File: config.mk
export PLATFORM = sky130hd
export DESIGN_NAME = cphase_rotation_sequencer
export DESIGN_NICKNAME = d
export VERILOG_FILES = /design/src/rtl/cphase_rotation_sequencer.sv
export SDC_FILE = /design/constraint.sdc
export NUM_CORES = 1
export LEC_CHECK = 0
export BUFFER_PORTS_ARGS = -buffer_cell sky130_fd_sc_hd__buf_4
export CAP_MARGIN = 40
export CORE_UTILIZATION = 35
export DETAILED_ROUTE_END_ITERATION = 10
export PLACE_DENSITY = 0.69
export SYNTH_ARGS = -nofsm -noshare
export SYNTH_HDL_FRONTEND = slang
export SYNTH_SLANG_ARGS = --single-unit
File: constraint.sdc
create_clock -name clk -period 1.8 [get_ports clk]
set_input_delay 0.18 -clock clk [delete_from_list [all_inputs] [get_ports clk]]
set_output_delay 0.18 -clock clk [all_outputs]
set_load 0.05 [all_outputs]
File: src/rtl/cphase_rotation_sequencer.sv
// Sequencer that applies a QFT controlled-phase R_k rotation in place over the amplitude memory:
// every amplitude whose control and target bits are both set is read, multiplied by the twiddle and written back.
module cphase_rotation_sequencer #(
  parameter int INT_WIDTH   = 8,
  parameter int FRAC_WIDTH  = 8,
  parameter int NUM_QUBITS  = 3,
  parameter int QIDX_WIDTH  = 2,
  parameter int MUL_TIMEOUT = 16
) (
  input  logic                                  clk,
  input  logic                                  rst_n,
  input  logic                                  cmd_valid,
  output logic                                  cmd_ready,
  input  logic [QIDX_WIDTH-1:0]                 cmd_ctrl,
  input  logic [QIDX_WIDTH-1:0]                 cmd_tgt,
  input  logic [2:0]                            cmd_k,
  output logic [NUM_QUBITS-1:0]                 mem_addr,
  output logic                                  mem_rd_en,
  input  logic signed [INT_WIDTH+FRAC_WIDTH-1:0] mem_rd_real,
  input  logic signed [INT_WIDTH+FRAC_WIDTH-1:0] mem_rd_imag,
  output logic                                  mem_wr_en,
  output logic signed [INT_WIDTH+FRAC_WIDTH-1:0] mem_wr_real,
  output logic signed [INT_WIDTH+FRAC_WIDTH-1:0] mem_wr_imag,
  output logic                                  mul_start,
  output logic signed [INT_WIDTH+FRAC_WIDTH-1:0] mul_a_real,
  output logic signed [INT_WIDTH+FRAC_WIDTH-1:0] mul_a_imag,
  output logic signed [INT_WIDTH+FRAC_WIDTH-1:0] mul_b_real,
  output logic signed [INT_WIDTH+FRAC_WIDTH-1:0] mul_b_imag,
  input  logic signed [INT_WIDTH+FRAC_WIDTH-1:0] mul_out_real,
  input  logic signed [INT_WIDTH+FRAC_WIDTH-1:0] mul_out_imag,
  input  logic                                  mul_done,
  output logic                                  busy,
  output logic                                  done,
  output logic                                  err
);

  localparam int DW = INT_WIDTH + FRAC_WIDTH;
  localparam int TW = $clog2(MUL_TIMEOUT) + 1;
  localparam int SH = 16 - FRAC_WIDTH;

  typedef enum logic [2:0] {
    IDLE, SCAN, LOAD, START, WAIT, WRITE, FINISH, ABORT
  } state_t;

  state_t                  state, state_d;
  logic [NUM_QUBITS-1:0]   idx;
  logic [QIDX_WIDTH-1:0]   ctrl_q, tgt_q;
  logic [TW-1:0]           wait_cnt;
  logic                    match, last, cmd_illegal;
  logic signed [DW-1:0]    tw_real, tw_imag;

  // Twiddles are kept as Q.16 constants and rounded to the amplitude's fractional width (FRAC_WIDTH <= 16).
  function automatic logic signed [DW-1:0] q16_to_fmt(input int v);
    int r;
    r = (v + ((1 <<< SH) >>> 1)) >>> SH;
    return DW'(r);
  endfunction

  always_comb begin
    tw_real = '0;
    tw_imag = '0;
    case (cmd_k)
      3'd1: begin tw_real = q16_to_fmt(-65536); tw_imag = q16_to_fmt(0);     end
      3'd2: begin tw_real = q16_to_fmt(0);      tw_imag = q16_to_fmt(65536); end
      3'd3: begin tw_real = q16_to_fmt(46341);  tw_imag = q16_to_fmt(46341); end
      3'd4: begin tw_real = q16_to_fmt(60547);  tw_imag = q16_to_fmt(25080); end
      default: ;
    endcase
  end

  assign cmd_illegal = (cmd_k == 3'd0) || (cmd_k > 3'd4) || (cmd_ctrl == cmd_tgt)
                     || (int'(cmd_ctrl) >= NUM_QUBITS) || (int'(cmd_tgt) >= NUM_QUBITS);
  assign match = idx[ctrl_q] & idx[tgt_q];
  assign last  = &idx;

  always_comb begin
    state_d   = state;
    cmd_ready = 1'b0;
    mem_addr  = '0;
    mem_rd_en = 1'b0;
    mem_wr_en = 1'b0;
    mul_start = 1'b0;
    busy      = 1'b0;
    done      = 1'b0;
    err       = 1'b0;
    case (state)
      IDLE: begin
        cmd_ready = 1'b1;
        if (cmd_valid) state_d = cmd_illegal ? ABORT : SCAN;
      end
      SCAN: begin
        busy = 1'b1;
        if (match) begin
          mem_addr  = idx;
          mem_rd_en = 1'b1;
          state_d   = LOAD;
        end else if (last) begin
          state_d = FINISH;
        end
      end
      LOAD: begin
        busy    = 1'b1;
        state_d = START;
      end
      START: begin
        busy      = 1'b1;
        mul_start = 1'b1;
        state_d   = WAIT;
      end
      WAIT: begin
        busy = 1'b1;
        if (mul_done) state_d = WRITE;
        else if (wait_cnt == TW'(MUL_TIMEOUT - 1)) state_d = ABORT;
      end
      WRITE: begin
        busy      = 1'b1;
        mem_addr  = idx;
        mem_wr_en = 1'b1;
        state_d   = last ? FINISH : SCAN;
      end
      FINISH: begin
        busy    = 1'b1;
        done    = 1'b1;
        state_d = IDLE;
      end
      ABORT: begin
        err     = 1'b1;
        state_d = IDLE;
      end
      default: state_d = IDLE;
    endcase
  end

  // Operands stay registered from LOAD until the next amplitude so the multiplier sees stable inputs in WAIT.
  always_ff @(posedge clk) begin
    if (!rst_n) begin
      state       <= IDLE;
      idx         <= '0;
      ctrl_q      <= '0;
      tgt_q       <= '0;
      wait_cnt    <= '0;
      mul_a_real  <= '0;
      mul_a_imag  <= '0;
      mul_b_real  <= '0;
      mul_b_imag  <= '0;
      mem_wr_real <= '0;
      mem_wr_imag <= '0;
    end else begin
      state <= state_d;
      case (state)
        IDLE: begin
          if (cmd_valid) begin
            ctrl_q     <= cmd_ctrl;
            tgt_q      <= cmd_tgt;
            idx        <= '0;
            mul_b_real <= tw_real;
            mul_b_imag <= tw_imag;
          end
        end
        SCAN: begin
          if (!match && !last) idx <= idx + 1'b1;
        end
        LOAD: begin
          mul_a_real <= mem_rd_real;
          mul_a_imag <= mem_rd_imag;
        end
        START: wait_cnt <= '0;
        WAIT: begin
          wait_cnt <= wait_cnt + 1'b1;
          if (mul_done) begin
            mem_wr_real <= mul_out_real;
            mem_wr_imag <= mul_out_imag;
          end
        end
        WRITE: begin
          if (!last) idx <= idx + 1'b1;
        end
        default: ;
      endcase
    end
  end

endmodule

==> results.cfg, run 1 <==
[worst_hold_path]
holdPathStages = 3
hold_path_class = in2reg
hp-start = mul_out_real[0]
hold_end = mem_wr_real[0]$_SDFFE_PN0P_

[global_routing]
grt_use_total = 0.175
antenna_found_initial = 0
grt_pass1_vias = 3406
grt_max_degree = 37
grt_overflow_total = 0
grt_pass1_wl_um = 16000

[sta]
final-setup-viol-count = 6
max_freq_ghz = 0.522
rsz0062_at_grt = true
final_hold_viol_count = 0
fin_crit_sh = 1.06
drv_slew = 0
fin_ws_ps = -115
fin_skew_ps = 16.2
period_minus_slack_ps = 1910

[logic_synthesis]
synth_cell_types = 49
synth_area_leaders = dfxtp_1 44%, nand2_1 15%, a21boi_0 7.8%
ys_ff_latch = 85
syn_avg_cell_area_um2 = 8.31
synthFlopType = dfxtp_1
yosysSeqAreaShare = 0.441
yosysTopAreaCell = dfxtp_1
synth_edf_count = 0
synthTopCellsByCount = 150 x nand2_1, 85 x dfxtp_1, 40 x a21boi_0, 31 x a21boi_1, 29 x buf_4
synth_top_area_share = 0.441
netlist_instances = 464
async_flop_share = 0
yosysMostFrequentCell = nand2_1
yosys_warnings = 0
syn_area_um2 = 3850

[critical_path]
crit_buf_inv = 2
crit_type = reg2out
r2r_cells = 7
critPathLaunchType = register
critPathArrivalTime_ps = 1730
crit_path_max_fanout = 4
slowest_delay_ps = 340
critical_path.slowest_cell = dfxtp_2
reg2reg_slack_ps = -30
cp.required_ps = 1620
end_kind = output port
crit_chain = nand2b_4 > a211o_1 > a21oi_2 > buf_4 > and3_4 > buf_8
r2r_end = idx[1]$_SDFFE_PN0P_
worstSetupPathDepth = 6
crit_family = compound AO/OA/AOI/OAI gates
r2r-start = tgt_q[1]$_SDFFE_PN0P_

[pwr]
power_frac_clock = 0.172
ir_drop_mv = 0.899
leakagePower_uw = 0.00231
p_per_area_nw_per_um2 = 1290
p_seq_frac = 0.346
swShare = 0.455
p_int_uw = 3810
combPwrFrac = 0.482
finalPower_uw = 7000
p_switching_uw = 3190

[cells_and_area]
drive_above_1_share = 0.376
num_antenna_cells = 0
finalNetCount = 700
fillerInstances = 1010
area_delta_synth_final_pct = 40.4
finish.utilization = 0.515

[clock_tree]
cts.clk_slew.worst_paths_ps = 100
hold_buffers = 0
clock-sinks = 85
cts_tree = done
cts_buffers = 9
h-tree-depth = 3
clk_latency_ps = 360
clock_tree.root_cell = clkbuf_8
clock_path_buffers = 2

[routing]
drc = 0
dr.pass1.iters = 7
ant_nets = 0
routed_wl_um = 9940
wire_per_inst_um = 13.1
first_iter_violations = 161
vias = 3586
via_per_inst = 4.71

[floorplanning]
die_w_um = 107
rows = 37
die_h_um = 107
core_area_um2 = 10500
start_util = 0.367
pin_count = 181
dieArea_um2 = 11400

[place]
place_hpwl_um = 7250
place_ws_ps = 51.6
globalplace.congestion = 0.846
numPortBuffers = 171

[run_status]
violations = negative setup slack
status = complete, but fails checks

[job]
drv_cap = 0
==> placed cells by master (no fill, tap or decap), types with 5 or more instances in the layout <==
cell and n:
ha_1 5, clkbuf_8 9, a21boi_1 31, inv_1 7, dfxtp_2 7, buf_4 184
conb_1 9, a21oi_1 11, nor2_1 15, dfxtp_1 77, a21boi_0 40, nand2_1 150
nand3_1 8
==> metal layers <==
layer / global-route usage / routed length (um)
met1: 0.201 / 4110
met2: 0.311 / 5150
met3: 0.0413 / 527
met4: 0.0734 / 148
met5: 0 / 0
==> cell type report <==
type	instances	area, um2	share of cell area
clock inverter	6	40.0	0.00740
inverter	9	33.8	0.00624
sequential	85	1710	0.317
tap	136	170	0.0314
multi-input combinational	324	1840	0.339
timing repair buffer	191	1490	0.275
clock buffer	10	128	0.0236
==> power groups by stage <==
stage,registers [uW],logic [uW],clock network (uW)
finish,2420,3370,1200
global route,2470,3630,1340
CTS,2420,3380,1250
detailed placement,2450,3330,0
global placement,2430,3290,0
floorplan,3140,1680,0
==> kinds of logic (layout without fill, tap and decap cells) <==
logic type,after synthesis,after routing,synth area share
other,1,9,0.000973
adder cells (fa/ha/maj),5,5,0.0162
flip-flops,85,85,0.441
buffers and inverters,63,216,0.103
AO/OA/AOI/OAI,104,104,0.203
XOR/XNOR,1,1,0.00227
AND/OR/NAND/NOR,202,202,0.226
multiplexers,3,3,0.00779
==> sequential cells by signal, indices dropped and copies added, names as in the netlist, 3 cells and up <==
register / count
mem_wr_imag: 16
mul_a_real: 16
mul_a_imag: 16
wait_cnt: 5
mem_wr_real: 16
idx: 3
mul_b_real: 3
state: 3
mul_b_imag: 3
==> how the worst max path moves through the flow <==
stage	startpoint	endpoint	slack [ps]
6_report	ctrl_q[1]$_SDFFE_PN0P_	mem_rd_en	-110
5_1_grt	ctrl_q[1]$_SDFFE_PN0P_	mem_rd_en	-210
4_1_cts	ctrl_q[1]$_SDFFE_PN0P_	mem_rd_en	-140
3_5_place_dp	tgt_q[1]$_SDFFE_PN0P_	idx[1]$_SDFFE_PN0P_	50
3_3_place_gp	ctrl_q[1]$_SDFFE_PN0P_	mem_addr[2]	100
2_1_floorplan	ctrl_q[1]$_SDFFE_PN0P_	mem_addr[0]	-60
==> worst min-delay path: stages <==
cell and delay [ps]:
buf_4 110, nand2_1 40, a21boi_1 50
==> stage by stage <==
| step | TNS, ps | instances | area (um2) | hold WS, ps |
|---|---|---|---|---|
| 2_1_floorplan | -178 | 472 | 3910 | 315 |
| 3_3_place_gp | 0 | 742 | 5170 | 428 |
| 3_5_place_dp | 0 | 742 | 5170 | 437 |
| 4_1_cts | -489 | 759 | 5380 | 34.8 |
| 5_1_grt | -1120 | 761 | 5410 | 39.4 |
| 6_report | -341 | 761 | 5410 | 52.4 |
==> timing repair <==
action	in CTS	in global routing
pin swaps	3	1
setup endpoints to repair	4	11
endpoints found under the hold margin	0	0
setup buffers	2	2
gates resized for setup	13	8
No activity file was read; power rests on OpenSTA's default activity.
==> run 2: changes to the inputs <==
--- a/config.mk
+++ b/config.mk
@@ -8,8 +8,8 @@
 export BUFFER_PORTS_ARGS = -buffer_cell sky130_fd_sc_hd__buf_4
 export CAP_MARGIN = 40
 export CORE_UTILIZATION = 35
+export CTS_BUF_LIST = sky130_fd_sc_hd__clkbuf_4
 export DETAILED_ROUTE_END_ITERATION = 10
-export PLACE_DENSITY = 0.69
 export SYNTH_ARGS = -nofsm -noshare
 export SYNTH_HDL_FRONTEND = slang
 export SYNTH_SLANG_ARGS = --single-unit
==> constraint.sdc (replaced) <==
create_clock -name clk -period 2 [get_ports clk]
set_input_delay 0.2 -clock clk [delete_from_list [all_inputs] [get_ports clk]]
set_output_delay 0.2 -clock clk [all_outputs]
set_load 0.05 [all_outputs]
==> run 2 against run 1 <==
The run still ends with negative setup slack left. Wire length increased by 5.7%. Core utilization grew 4.9 points. Register-to-register slack better by 200 ps. Clock power is 25% lower. Non-clock buffer count up 56. Die area did not move. Hold slack got worse by 17 ps. Critical path depth unchanged. Final area rose by 9.5%. Highest routed layer unchanged.
==> results.cfg, run 2 (synthesis results as in run 1) <==
[global_routing]
grt_pass1_wl_um = 16500
grt_use_total = 0.183
antenna_found_initial = 0
grt_max_degree = 35
grt_pass1_vias = 3521
grt_overflow_total = 0

[routing]
routed_wl_um = 10500
wire_per_inst_um = 12.9
drc = 0
wl_met2_um = 5510
vias = 3760
wl_met3_um = 436
dr.max_layer_used = met4
ant_nets = 0
dr.pass1.iters = 4
via_per_inst = 4.60
drt-met1-wl_um = 4430
first_iter_violations = 140

[worst_hold_path]
hold_path_class = in2reg

[sta]
fin_skew_ps = 26.0
final-setup-viol-count = 4
period_minus_slack_ps = 2070
fin_crit_sh = 1.03
fin_ws_ps = -67.1
max_freq_ghz = 0.484
drv_slew = 0
final_hold_viol_count = 0
slew_headroom = 0.659
worstMarginPinSlew_ps = 509
rsz0062_at_grt = true

[pwr]
p_seq_frac = 0.363
p_per_area_nw_per_um2 = 1040
p_switching_uw = 2860
p_int_uw = 3280
combPwrFrac = 0.490
ir_drop_mv = 0.598
power_frac_clock = 0.146
leakagePower_uw = 0.00250
swShare = 0.466

[cells_and_area]
multi_input_area_um2 = 1830
area_delta_synth_final_pct = 53.7
num_antenna_cells = 0
layout_commonest_cell = buf_4
design_area_um2 = 5920
layout_common_cells = 177 x buf_4, 150 x nand2_1, 77 x dfxtp_1
drive_above_1_share = 0.326
finalNetCount = 756
finish.utilization = 0.564
fillerInstances = 954
fin_cells = 817
final-seq-area_um2 = 1710

[floorplanning]
start_util = 0.367
die_h_um = 107
core_area_um2 = 10500
rows = 37
dieArea_um2 = 11400
die_w_um = 107
pin_count = 181

[critical_path]
critPathArrivalTime_ps = 1870
cp.required_ps = 1800
crit_type = reg2out
critPathLaunchType = register
crit_path_max_fanout = 5
end_kind = output port

[place]
globalplace.congestion = 0.820
place_area_um2 = 5090
place_hpwl_um = 7130
numPortBuffers = 171
dp.cells = 736

[clock_tree]
h-tree-depth = 3
clock_path_buffers = 2
cts_tree = done
clk_latency_ps = 430
cts_buffers = 9
cts.clk_slew.worst_paths_ps = 150
clock-sinks = 85
clock_tree.root_cell = clkbuf_4

[run_status]
status = complete, but fails checks
violations = negative setup slack

[job]
drv_cap = 0
-- run 2: changes by cell type in the layout (fill, tap and decap cells not counted), sizes merged --
cell | previous run | this run
clkinv | 5 | 1
inv | 9 | 11
dlygate4sd3 | 0 | 64
buf | 191 | 183
clkinvlp | 1 | 3
-- run 2: path summary, 6_finish.rpt --
kind,startpoint,end,slack (ps),depth (start not counted)
setup reg to reg,tgt_q[1]$_SDFFE_PN0P_,idx[0]$_SDFFE_PN0P_,170,6
hold reg to reg,mem_wr_imag[8]$_SDFFE_PN0P_,mem_wr_imag[8]$_SDFFE_PN0P_,460,2
hold / removal,cmd_ctrl[1],ctrl_q[1]$_SDFFE_PN0P_,40,3
setup / recovery,ctrl_q[1]$_SDFFE_PN0P_,mem_addr[0],-70,6
-- run 2: metrics by stage --
stage,worst slack [ps],TNS (ps),hold slack (ps),power [uW]
after global routing,-176,-646,14.8,6510
after detailed placement,135,0,446,5110
after global placement,153,0,442,5070
after floorplan,-32.6,-97.7,335,4320
after CTS,-81.5,-214,0.344,6170
final,-67.1,-196,35.4,6140
-- run 2: worst max-delay path, cell delays in order, from the launching register on --
cell and delay, ps:
dfxtp_2 370, nand2b_4 130, a211o_1 300, a21oi_4 200, o21ai_4 110, nor2_2 140
buf_6 180
-- run 2: power groups by stage --
stage / combinational [uW] / clock, uW / sequential, uW
6_report: 3010 / 898 / 2230
5_1_grt: 3220 / 1020 / 2270
4_1_cts: 3000 / 946 / 2220
3_5_place_dp: 2860 / 0 / 2250
3_3_place_gp: 2840 / 0 / 2240
2_1_floorplan: 1500 / 0 / 2820
-- run 2: layout make-up --
| cell class | count | share of cell area |
|---|---|---|
| inverter | 9 | 0.00570 |
| clock inverter | 6 | 0.00782 |
| multi-input combinational | 324 | 0.309 |
| sequential | 85 | 0.289 |
| tap | 136 | 0.0287 |
| timing repair buffer | 247 | 0.347 |
| clock buffer | 10 | 0.0127 |
-- run 2: metal layers --
| layer | GRT usage | vias up |
|---|---|---|
| met5 | 0 | - |
| met4 | 0.0724 | 0 |
| met3 | 0.0377 | 9 |
| met2 | 0.320 | 95 |
| met1 | 0.219 | 1736 |
| li1 | - | 1920 |
-- run 2: what timing repair did --
action | in CTS | in global routing
endpoints found under the hold margin | 64 | 0
buffers inserted | 1 | 0
endpoints found under the setup margin | 6 | 9
resized for setup | 13 | 8
pin swaps | 4 | 0
hold buffers | 64 | 0
